--- config.mk ---
export PLATFORM = sky130hd
export DESIGN_NAME = multi_trigout_gen_flat
export DESIGN_NICKNAME = d
export VERILOG_FILES = /design/src/rtl/multi_trigout_gen_if.sv /design/src/rtl/multi_trigout_gen.sv /design/src/flat_wrapper.sv
export SDC_FILE = /design/constraint.sdc
export NUM_CORES = 1
export LEC_CHECK = 0
export CORE_ASPECT_RATIO = 0.7
export CORE_UTILIZATION = 60
export CTS_CLUSTER_SIZE = 30
export DETAILED_ROUTE_END_ITERATION = 16
export PLACE_DENSITY = 0.77
export SLEW_MARGIN = 40
export SYNTH_ARGS = -nofsm -noshare
export SYNTH_HDL_FRONTEND = slang
export SYNTH_SLANG_ARGS = --single-unit
--- constraint.sdc ---
create_clock -name Clock -period 6.7 [get_ports Clock]
set_clock_uncertainty 0.1 [all_clocks]
set_input_delay 1.34 -clock Clock [delete_from_list [all_inputs] [get_ports Clock]]
set_output_delay 1.34 -clock Clock [all_outputs]
set_load 0.03 [all_outputs]
--- src/rtl/multi_trigout_gen_if.sv ---
// Bus for the multi-channel trigger-out generator: trigger/control inputs
// toward the generator and its registered trigger/event outputs.
interface multi_trigout_gen_if #(
  parameter int N_CH  = 4,
  parameter int CNT_W = 16
);
  logic              EN;
  logic [N_CH-1:0]   Trig_in;
  logic [2*N_CH-1:0] Edge_sel;
  logic [2*N_CH-1:0] Mode;
  logic [CNT_W-1:0]  Div_n;
  logic [CNT_W-1:0]  Pulse_w;
  logic [N_CH-1:0]   Trig_out;
  logic [N_CH-1:0]   Evt;

  modport master (
    output EN, Trig_in, Edge_sel, Mode, Div_n, Pulse_w,
    input  Trig_out, Evt
  );

  modport slave (
    input  EN, Trig_in, Edge_sel, Mode, Div_n, Pulse_w,
    output Trig_out, Evt
  );
endinterface

--- src/rtl/multi_trigout_gen.sv ---
// N-channel trigger-out generator: synchronise, qualify edges, divide, then
// drive each output as toggle, fixed pulse, divided pulse or delayed follow.
module multi_trigout_gen #(
  parameter int N_CH        = 4,
  parameter int CNT_W       = 16,
  parameter int SYNC_STAGES = 2
) (
  input logic                Clock,
  input logic                Reset,
  multi_trigout_gen_if.slave bus
);
  localparam logic [1:0] MODE_TOGGLE    = 2'b00;
  localparam logic [1:0] MODE_PULSE     = 2'b01;
  localparam logic [1:0] MODE_DIV_PULSE = 2'b10;
  localparam logic [CNT_W-1:0] CNT_ZERO = {CNT_W{1'b0}};
  localparam logic [CNT_W-1:0] CNT_ONE  = {{(CNT_W-1){1'b0}}, 1'b1};

  logic [CNT_W-1:0] div_eff_s;
  logic [CNT_W-1:0] pw_eff_s;
  logic [N_CH-1:0]  trig_out_s;
  logic [N_CH-1:0]  evt_s;

  // A zero divide ratio or pulse width is treated as one.
  always_comb begin
    div_eff_s = bus.Div_n;
    pw_eff_s  = bus.Pulse_w;
    if (bus.Div_n == CNT_ZERO) div_eff_s = CNT_ONE;
    else                       div_eff_s = bus.Div_n;
    if (bus.Pulse_w == CNT_ZERO) pw_eff_s = CNT_ONE;
    else                         pw_eff_s = bus.Pulse_w;
  end

  for (genvar i = 0; i < N_CH; i++) begin : g_ch
    logic [SYNC_STAGES-1:0] sync_r;
    logic                   prev_r;
    logic                   det_r;
    logic [1:0]             mode_r;
    logic [CNT_W-1:0]       ecnt_r;
    logic [CNT_W-1:0]       pcnt_r;
    logic                   out_r;
    logic                   evt_r;

    logic [1:0]       esel_s;
    logic [1:0]       mode_s;
    logic             lvl_s;
    logic             det_s;
    logic             fire_s;
    logic [CNT_W-1:0] ecnt_s;
    logic [CNT_W-1:0] pcnt_s;
    logic             out_s;
    logic             evt_nx_s;

    assign esel_s = bus.Edge_sel[2*i +: 2];
    assign mode_s = bus.Mode[2*i +: 2];
    assign lvl_s  = sync_r[SYNC_STAGES-1];

    // Edge qualification, edge divide and per-mode output selection.
    always_comb begin
      det_s    = (esel_s[0] & lvl_s & ~prev_r) | (esel_s[1] & ~lvl_s & prev_r);
      fire_s   = 1'b0;
      ecnt_s   = ecnt_r;
      pcnt_s   = pcnt_r;
      out_s    = out_r;
      evt_nx_s = 1'b0;
      case (mode_r)
        MODE_TOGGLE, MODE_DIV_PULSE: begin
          if (det_r) begin
            // >= rather than == so a lowered Div_n wraps instead of overrunning.
            if (ecnt_r >= div_eff_s - CNT_ONE) begin
              ecnt_s = CNT_ZERO;
              fire_s = 1'b1;
            end else begin
              ecnt_s = ecnt_r + CNT_ONE;
              fire_s = 1'b0;
            end
          end else begin
            ecnt_s = ecnt_r;
            fire_s = 1'b0;
          end
        end
        MODE_PULSE: begin
          ecnt_s = CNT_ZERO;
          fire_s = det_r;
        end
        default: begin
          ecnt_s = CNT_ZERO;
          fire_s = 1'b0;
        end
      endcase
      case (mode_r)
        MODE_TOGGLE: begin
          pcnt_s   = CNT_ZERO;
          out_s    = out_r ^ fire_s;
          evt_nx_s = fire_s;
        end
        MODE_PULSE, MODE_DIV_PULSE: begin
          if (fire_s)                  pcnt_s = pw_eff_s;
          else if (pcnt_r != CNT_ZERO) pcnt_s = pcnt_r - CNT_ONE;
          else                         pcnt_s = pcnt_r;
          out_s    = (pcnt_s != CNT_ZERO);
          evt_nx_s = fire_s;
        end
        default: begin
          pcnt_s   = CNT_ZERO;
          out_s    = prev_r;
          evt_nx_s = det_r;
        end
      endcase
    end

    // Channel state: reset/disable clear all, a mode change clears the output side.
    always_ff @(posedge Clock) begin
      if (Reset || !bus.EN) begin
        sync_r <= {SYNC_STAGES{1'b0}};
        prev_r <= 1'b0;
        det_r  <= 1'b0;
        mode_r <= mode_s;
        ecnt_r <= CNT_ZERO;
        pcnt_r <= CNT_ZERO;
        out_r  <= 1'b0;
        evt_r  <= 1'b0;
      end else begin
        for (int k = SYNC_STAGES - 1; k > 0; k--) sync_r[k] <= sync_r[k-1];
        sync_r[0] <= bus.Trig_in[i];
        prev_r    <= lvl_s;
        det_r     <= det_s;
        mode_r    <= mode_s;
        if (mode_s != mode_r) begin
          ecnt_r <= CNT_ZERO;
          pcnt_r <= CNT_ZERO;
          out_r  <= 1'b0;
          evt_r  <= 1'b0;
        end else begin
          ecnt_r <= ecnt_s;
          pcnt_r <= pcnt_s;
          out_r  <= out_s;
          evt_r  <= evt_nx_s;
        end
      end
    end

    assign trig_out_s[i] = out_r;
    assign evt_s[i]      = evt_r;
  end

  assign bus.Trig_out = trig_out_s;
  assign bus.Evt      = evt_s;
endmodule

--- src/flat_wrapper.sv ---
// flat-port wrapper written by rule: the top's interface ports become plain ports
module multi_trigout_gen_flat 
#(
  parameter int N_CH        = 4,
  parameter int CNT_W       = 16,
  parameter int SYNC_STAGES = 2
)
  (Clock, Reset, bus_EN, bus_Trig_in, bus_Edge_sel, bus_Mode, bus_Div_n, bus_Pulse_w, bus_Trig_out, bus_Evt);
  multi_trigout_gen_if #(.N_CH(N_CH), .CNT_W(CNT_W)) bus_i ();
  input logic Clock;
  input logic Reset;
  input wire logic [$bits(bus_i.EN)-1:0] bus_EN;
  input wire logic [$bits(bus_i.Trig_in)-1:0] bus_Trig_in;
  input wire logic [$bits(bus_i.Edge_sel)-1:0] bus_Edge_sel;
  input wire logic [$bits(bus_i.Mode)-1:0] bus_Mode;
  input wire logic [$bits(bus_i.Div_n)-1:0] bus_Div_n;
  input wire logic [$bits(bus_i.Pulse_w)-1:0] bus_Pulse_w;
  output wire logic [$bits(bus_i.Trig_out)-1:0] bus_Trig_out;
  output wire logic [$bits(bus_i.Evt)-1:0] bus_Evt;
  assign bus_i.EN = bus_EN;
  assign bus_i.Trig_in = bus_Trig_in;
  assign bus_i.Edge_sel = bus_Edge_sel;
  assign bus_i.Mode = bus_Mode;
  assign bus_i.Div_n = bus_Div_n;
  assign bus_i.Pulse_w = bus_Pulse_w;
  assign bus_Trig_out = bus_i.Trig_out;
  assign bus_Evt = bus_i.Evt;
  multi_trigout_gen #(.N_CH(N_CH), .CNT_W(CNT_W), .SYNC_STAGES(SYNC_STAGES)) u_core (.Clock(Clock), .Reset(Reset), .bus(bus_i));
endmodule
After elaboration in Yosys (flattened, before gate mapping). Cells that the tools add are included.

Input bits: 55. Register bits after elaboration: 160. Output and inout bits: 8. Logic and storage cells: 175.

Order comparisons: 4. Add/subtract/negate cells: 9. Bitwise gates (word level): 40. Mux-type cells: 38. Eq/ne operators: 12. Reduce and logical (&&, ||, !) cells: 40.

Operators by type and width (number): $mux 16 (18); $reduce_bool 16->1 (8); $sub 16x1->16 const B (5); $add 16x1->16 const B (4); $ge 16x16->1 (4); $reduce_or 3->1 (12); $logic_not 16->1 (2); $reduce_or 2->1 (12); $and 1x1->1 (16); $not 1->1 (16); $pmux 1 s2 (8); $mux 1 (12); $eq 2x1->1 const B (4); $eq 2x2->1 const B (4); $logic_not 2->1 (4); $ne 2x2->1 (4); $or 1x1->1 (4); $xor 1x1->1 (4); $logic_not 1->1 (1); $logic_or 1x1->1 (1).

Longest topological paths before layout.
Depth in word-level cells: 11. Depth in mapped cells: 18. Depth with buffers taken out: 17.

Least setup slack after synthesis. Ideal clock, no wire load.

Kind: input -> register. From: input port bus_Div_n[3]. To: register u_core.g_ch[2].pcnt_r[12]. Required time: 6.465 ns. Setup slack: 1.292 ns. Data arrival time: 5.173 ns. Stages on the path: 15. Path through: or4_4 nor4_1 a21oi_1 ha_1 nor3b_1 xnor2_1 ha_1 a211oi_1 o21ai_0 a2111oi_0 a2111oi_2 o221a_2 nor2_1 buf_2 a211oi_1.

Longest elaborated chain between the ends: 9.

RTL lines: start: declaration (RTL line flat_wrapper.sv:16) `input wire logic [$bits(bus_i.Div_n)-1:0] bus_Div_n;`; $logic_not 16->1 (RTL line multi_trigout_gen.sv:27) `if (bus.Div_n == CNT_ZERO) div_eff_s = CNT_ONE;`; $mux 16 (*) (RTL line multi_trigout_gen.sv:27); $sub 16x1->16 (*) (RTL line multi_trigout_gen.sv:69) `if (ecnt_r >= div_eff_s - CNT_ONE) begin`; $ge 16x16->1 (*) (RTL line multi_trigout_gen.sv:69); $mux 1 (*) (RTL line multi_trigout_gen.sv:69); $mux 1 (*) (RTL line multi_trigout_gen.sv:67) `if (det_r) begin`; $pmux 1 s2 (*) (RTL line multi_trigout_gen.sv:65) `case (mode_r)`; $mux 16 (*) (RTL line multi_trigout_gen.sv:97) `if (fire_s) pcnt_s = pw_eff_s;`; $mux 16 (*) (RTL line multi_trigout_gen.sv:90) `case (mode_r)`; end signal: assignment (RTL line multi_trigout_gen.sv:135) `pcnt_r <= pcnt_s;`; end: declaration (RTL line multi_trigout_gen.sv:39) `logic [CNT_W-1:0] pcnt_r;`.

Every way passes the cells marked *; elsewhere a longest branch is shown, timed or not. The select of a mux whose other input is x is not followed. A chain may end at the register's enable or synchronous reset.

Worst setup path after layout.
From: input port bus_Div_n[3]. To: register u_core.g_ch[2].ecnt_r[0].

Longest elaborated chain between the ends: 5.

RTL lines: $logic_not 16->1 (RTL line multi_trigout_gen.sv:27); $mux 16 (*) (RTL line multi_trigout_gen.sv:27); $sub 16x1->16 (*) (RTL line multi_trigout_gen.sv:69); $ge 16x16->1 (*) (RTL line multi_trigout_gen.sv:69); $mux 16 (*) (RTL line multi_trigout_gen.sv:69); end signal: assignment (RTL line multi_trigout_gen.sv:134) `ecnt_r <= ecnt_s;`; end: declaration (RTL line multi_trigout_gen.sv:38) `logic [CNT_W-1:0] ecnt_r;`.

Every way passes the cells marked *; elsewhere a longest branch is shown, timed or not.

==> metrics.md <==
| Metric | Value |
|---|---|
| Synth Warn # | 0 |
| Fmax | 164.3 MHz |
| Layout filler cell count | 1376 |
| Hold EP | u_core.g_ch[0].sync_r[1] |
| Worst Setup SP | bus_Div_n[3] |
| # DRC | 0 |
| Crit-path cells | clkdlybuf4s50_1, or4_4, nor4_1, a21oi_1, ha_1, nor3b_1, xnor2_1, ha_1, a211oi_1, o21ai_0, a2111oi_0, buf_4, a2111oi_2, or2_1, a211o_1, nor2_1 |
| Min Tclk post-route | 6087 ps |
| Hold path start | u_core.g_ch[0].sync_r[0] |
| Core area | 16490 um^2 |
| Die H | 111.3 um |
| Die Wd | 158.2 um |
| Wire per inst | 17.89 um |
| Asr flop ratio synth | 0% |
| CP peak stage delay | 560 ps |
| Hold Violations, Final | 0 |
| Synth unique cells | 82 |
| Global-route wire length before repair | 44260 um |
| Register area | 3203 um^2 |
| Vias/cell | 6.179 |
| Mapped Cells | 1249 |
| Initial core utilization | 62.10% |
| RSZ-0062 raised after global routing | false |
| Hold WS | 329.4 ps |
| Status | completed |
| N_diodes | 0 |
| Multi-input logic area | 6715 um^2 |
| Worst hold path class | flip-flop to flip-flop |
| Share of layout cells above drive strength 1 | 6.231% |
| TritonCTS clock tree | built |
| I/O pins | 63 |
| Initial drt markers | 1068 |
| Lkg Pwr | 4.604 nW |
| Port Buffers | 62 |
| Hpwl dp | 20420 um |
| Period utilization | 90.85% |
| Worst-Skew Late Latency | 440 ps |
| Arr. time, crit path | 6350 ps |
| Critical path endpoint category | flip-flop |
| Non-Filler Instances | 1541 |
| # Post-CTS Setup Buffers | 0 |
| Post-synthesis sequential area ratio | 31.27% |
| Synth-to-Final Area Change | 14.68% |
| Cells after DPL | 1509 |
| Max-slew headroom | 44.44% |
| Total Wirelength | 27560 um |
| Initial antenna violation count | 0 |
| FF-to-FF End | u_core.g_ch[2].ecnt_r[0] |
| Setup slack, reg-to-reg | 3530 ps |
| Crit path launch type | input port |
| Pin count of the biggest net entering global routing | 22 |
| Clock slew at reported path FFs | 70 ps |
| Reg2reg start | u_core.g_ch[2].ecnt_r[3] |
| Antenna-violating nets left | 0 |
| Most frequent cells in the layout | dfxtp_1, nor2_1, nand2_1 |
| Max cap viols | 0 |
| Worst path most repeated cell | ha_1 |
| Root Driver | clkbuf_16 |
| Clk sinks | 160 |
| Number of global-route vias before repair | 8495 |
| Commonest non-fill, non-tap cell in the layout | dfxtp_1 |
| Final setup TNS | 0 ps |
| Post-route setup slack | 613.3 ps |
| Hold Buf Count CTS | 0 |
| Total global-route track usage | 32.26% |
| Mapped Nets | 1393 |
| PD cells | 186.5 nW/um^2 |
| Final Wtd Congestion | 0.9640 |
| Post-Syn Area | 10240 um^2 |
| Measured slew at the worst slew-check pin | 822.5 ps |
| Max FO, Critical Path | 15 |
| Final-stage net count | 1447 |
| Hold path cells | 1 |
| Number of flops mapped to enable cells by yosys | 0 |
| CTS Buffer Depth | 2 |
| Pre-CTS setup slack | 241.2 ps |
| WP data required | 6960 ps |
| Slowest cell on crit path | or4_4 |
| R2R depth | 10 |
| Row cnt | 39 |
| Seq cells post-synth | 160 |
| Synth Area per Inst | 8.200 um^2 |
| Total gr overflow | 0 |
| Number of H-tree levels | 4 |
| Synth Flop Type | dfxtp_1 |
| Final number of setup-violating endpoints | 0 |
| Post-CTS Resized | 0 |
| TritonRoute pass-1 iters | 5 |
| Max Slew Vio Count | 0 |
| Total die area | 17610 um^2 |
| Design Power | 2.191 mW |
| Maximum VDD drop | 0.1919 mV |
| Routed vias | 9522 |
| Cts bufs inserted | 17 |
| Critical setup path kind | input port to flip-flop |
final cells by class:
cell class,count,share of cell area (%)
repair buffers,80,6.434
clock inverters,15,1.864
clock buffers,17,3.622
flip-flops and latches,160,27.27
inverters,39,1.246
multi-input cells,1005,57.17
well taps,225,2.397
kinds of logic (layout without fill, tap and decap cells):
kind of cell    Yosys count  after routing  share of synthesized area, %
flops                   160            160                         31.27
xor+xnor                129            129                         11.03
compound gates          225            225                         15.49
fa+ha+maj                89             89                         10.87
simple gates            554            554                         26.99
buf+inv                  84            151                         3.530
mux                       8              8                        0.8185
per-layer routing:
metal	part of all wire, %	GRT usage [%]	wire length (um)	up-vias
met4	1.4	9.103	374	0
met3	9.2	7.506	2543	41
met5	0	0	0	-
met1	48	48.52	13200	4443
met2	42	45.23	11440	424
li1	-	-	-	4614
power by group:
part / total, mW / internal [mW] / leakage, nW / switching [mW]
Sequential: 0.959 / 0.955 / 1.29 / 0.00450
Clock: 1.08 / 0.637 / 0.315 / 0.439
Combinational: 0.155 / 0.0675 / 3.00 / 0.0873
Yosys cell counts (11+ instances only):
library cell	count	area (um^2)
dfxtp_1	160	3203
a211oi_1	41	307.8
a21oi_1	57	285.3
and2_1	21	131.4
nor3_1	78	390.4
nand2_1	98	367.9
nor4_1	23	143.9
xor2_1	70	613.1
nand3_1	49	245.2
nand3b_1	12	90.09
nand2b_1	15	93.84
nand4_1	28	175.2
clkbuf_1	26	97.59
and3_1	22	137.6
nor2_1	153	574.3
o21ai_0	35	175.2
inv_1	39	146.4
a21o_1	11	82.58
or3_1	14	87.58
ha_1	89	1114
xnor2_1	59	516.8
registers in the layout, summed over array words and instances (netlist names):
signal,count
u_core.g_ch.ecnt_r,64
u_core.g_ch.pcnt_r,64
u_core.g_ch.prev_r,4
u_core.g_ch.sync_r,8
u_core.g_ch.mode_r,8
u_core.g_ch.det_r,4
u_core.g_ch.out_r,4
u_core.g_ch.evt_r,4
critical path: cells and delay by family:
| kind | cells | cell delay [ps] |
|---|---|---|
| AO/OA/AOI/OAI | 6 | 1660 |
| adder cells (fa/ha/maj) | 2 | 630 |
| buffers and inverters | 2 | 690 |
| XOR/XNOR | 1 | 500 |
| AND/OR/NAND/NOR | 5 | 1530 |
per-stage QoR:
step	util, %	cell area (um^2)
floorplan	-	10240
global placement	67.08	11060
detailed placement	67.17	11080
CTS	71.07	11720
global route	71.22	11750
finish	71.22	11750
how the worst max path moves through the flow:
stage	to	slack, ps	depth (start not counted)
2_1_floorplan	u_core.g_ch[2].pcnt_r[12]	1290	15
3_3_place_gp	u_core.g_ch[1].out_r	550	16
3_5_place_dp	u_core.g_ch[2].ecnt_r[0]	240	16
4_1_cts	u_core.g_ch[2].ecnt_r[0]	690	16
5_1_grt	u_core.g_ch[2].ecnt_r[5]	420	16
6_report	u_core.g_ch[2].ecnt_r[0]	610	16
(Power assumes the default switching activity.)
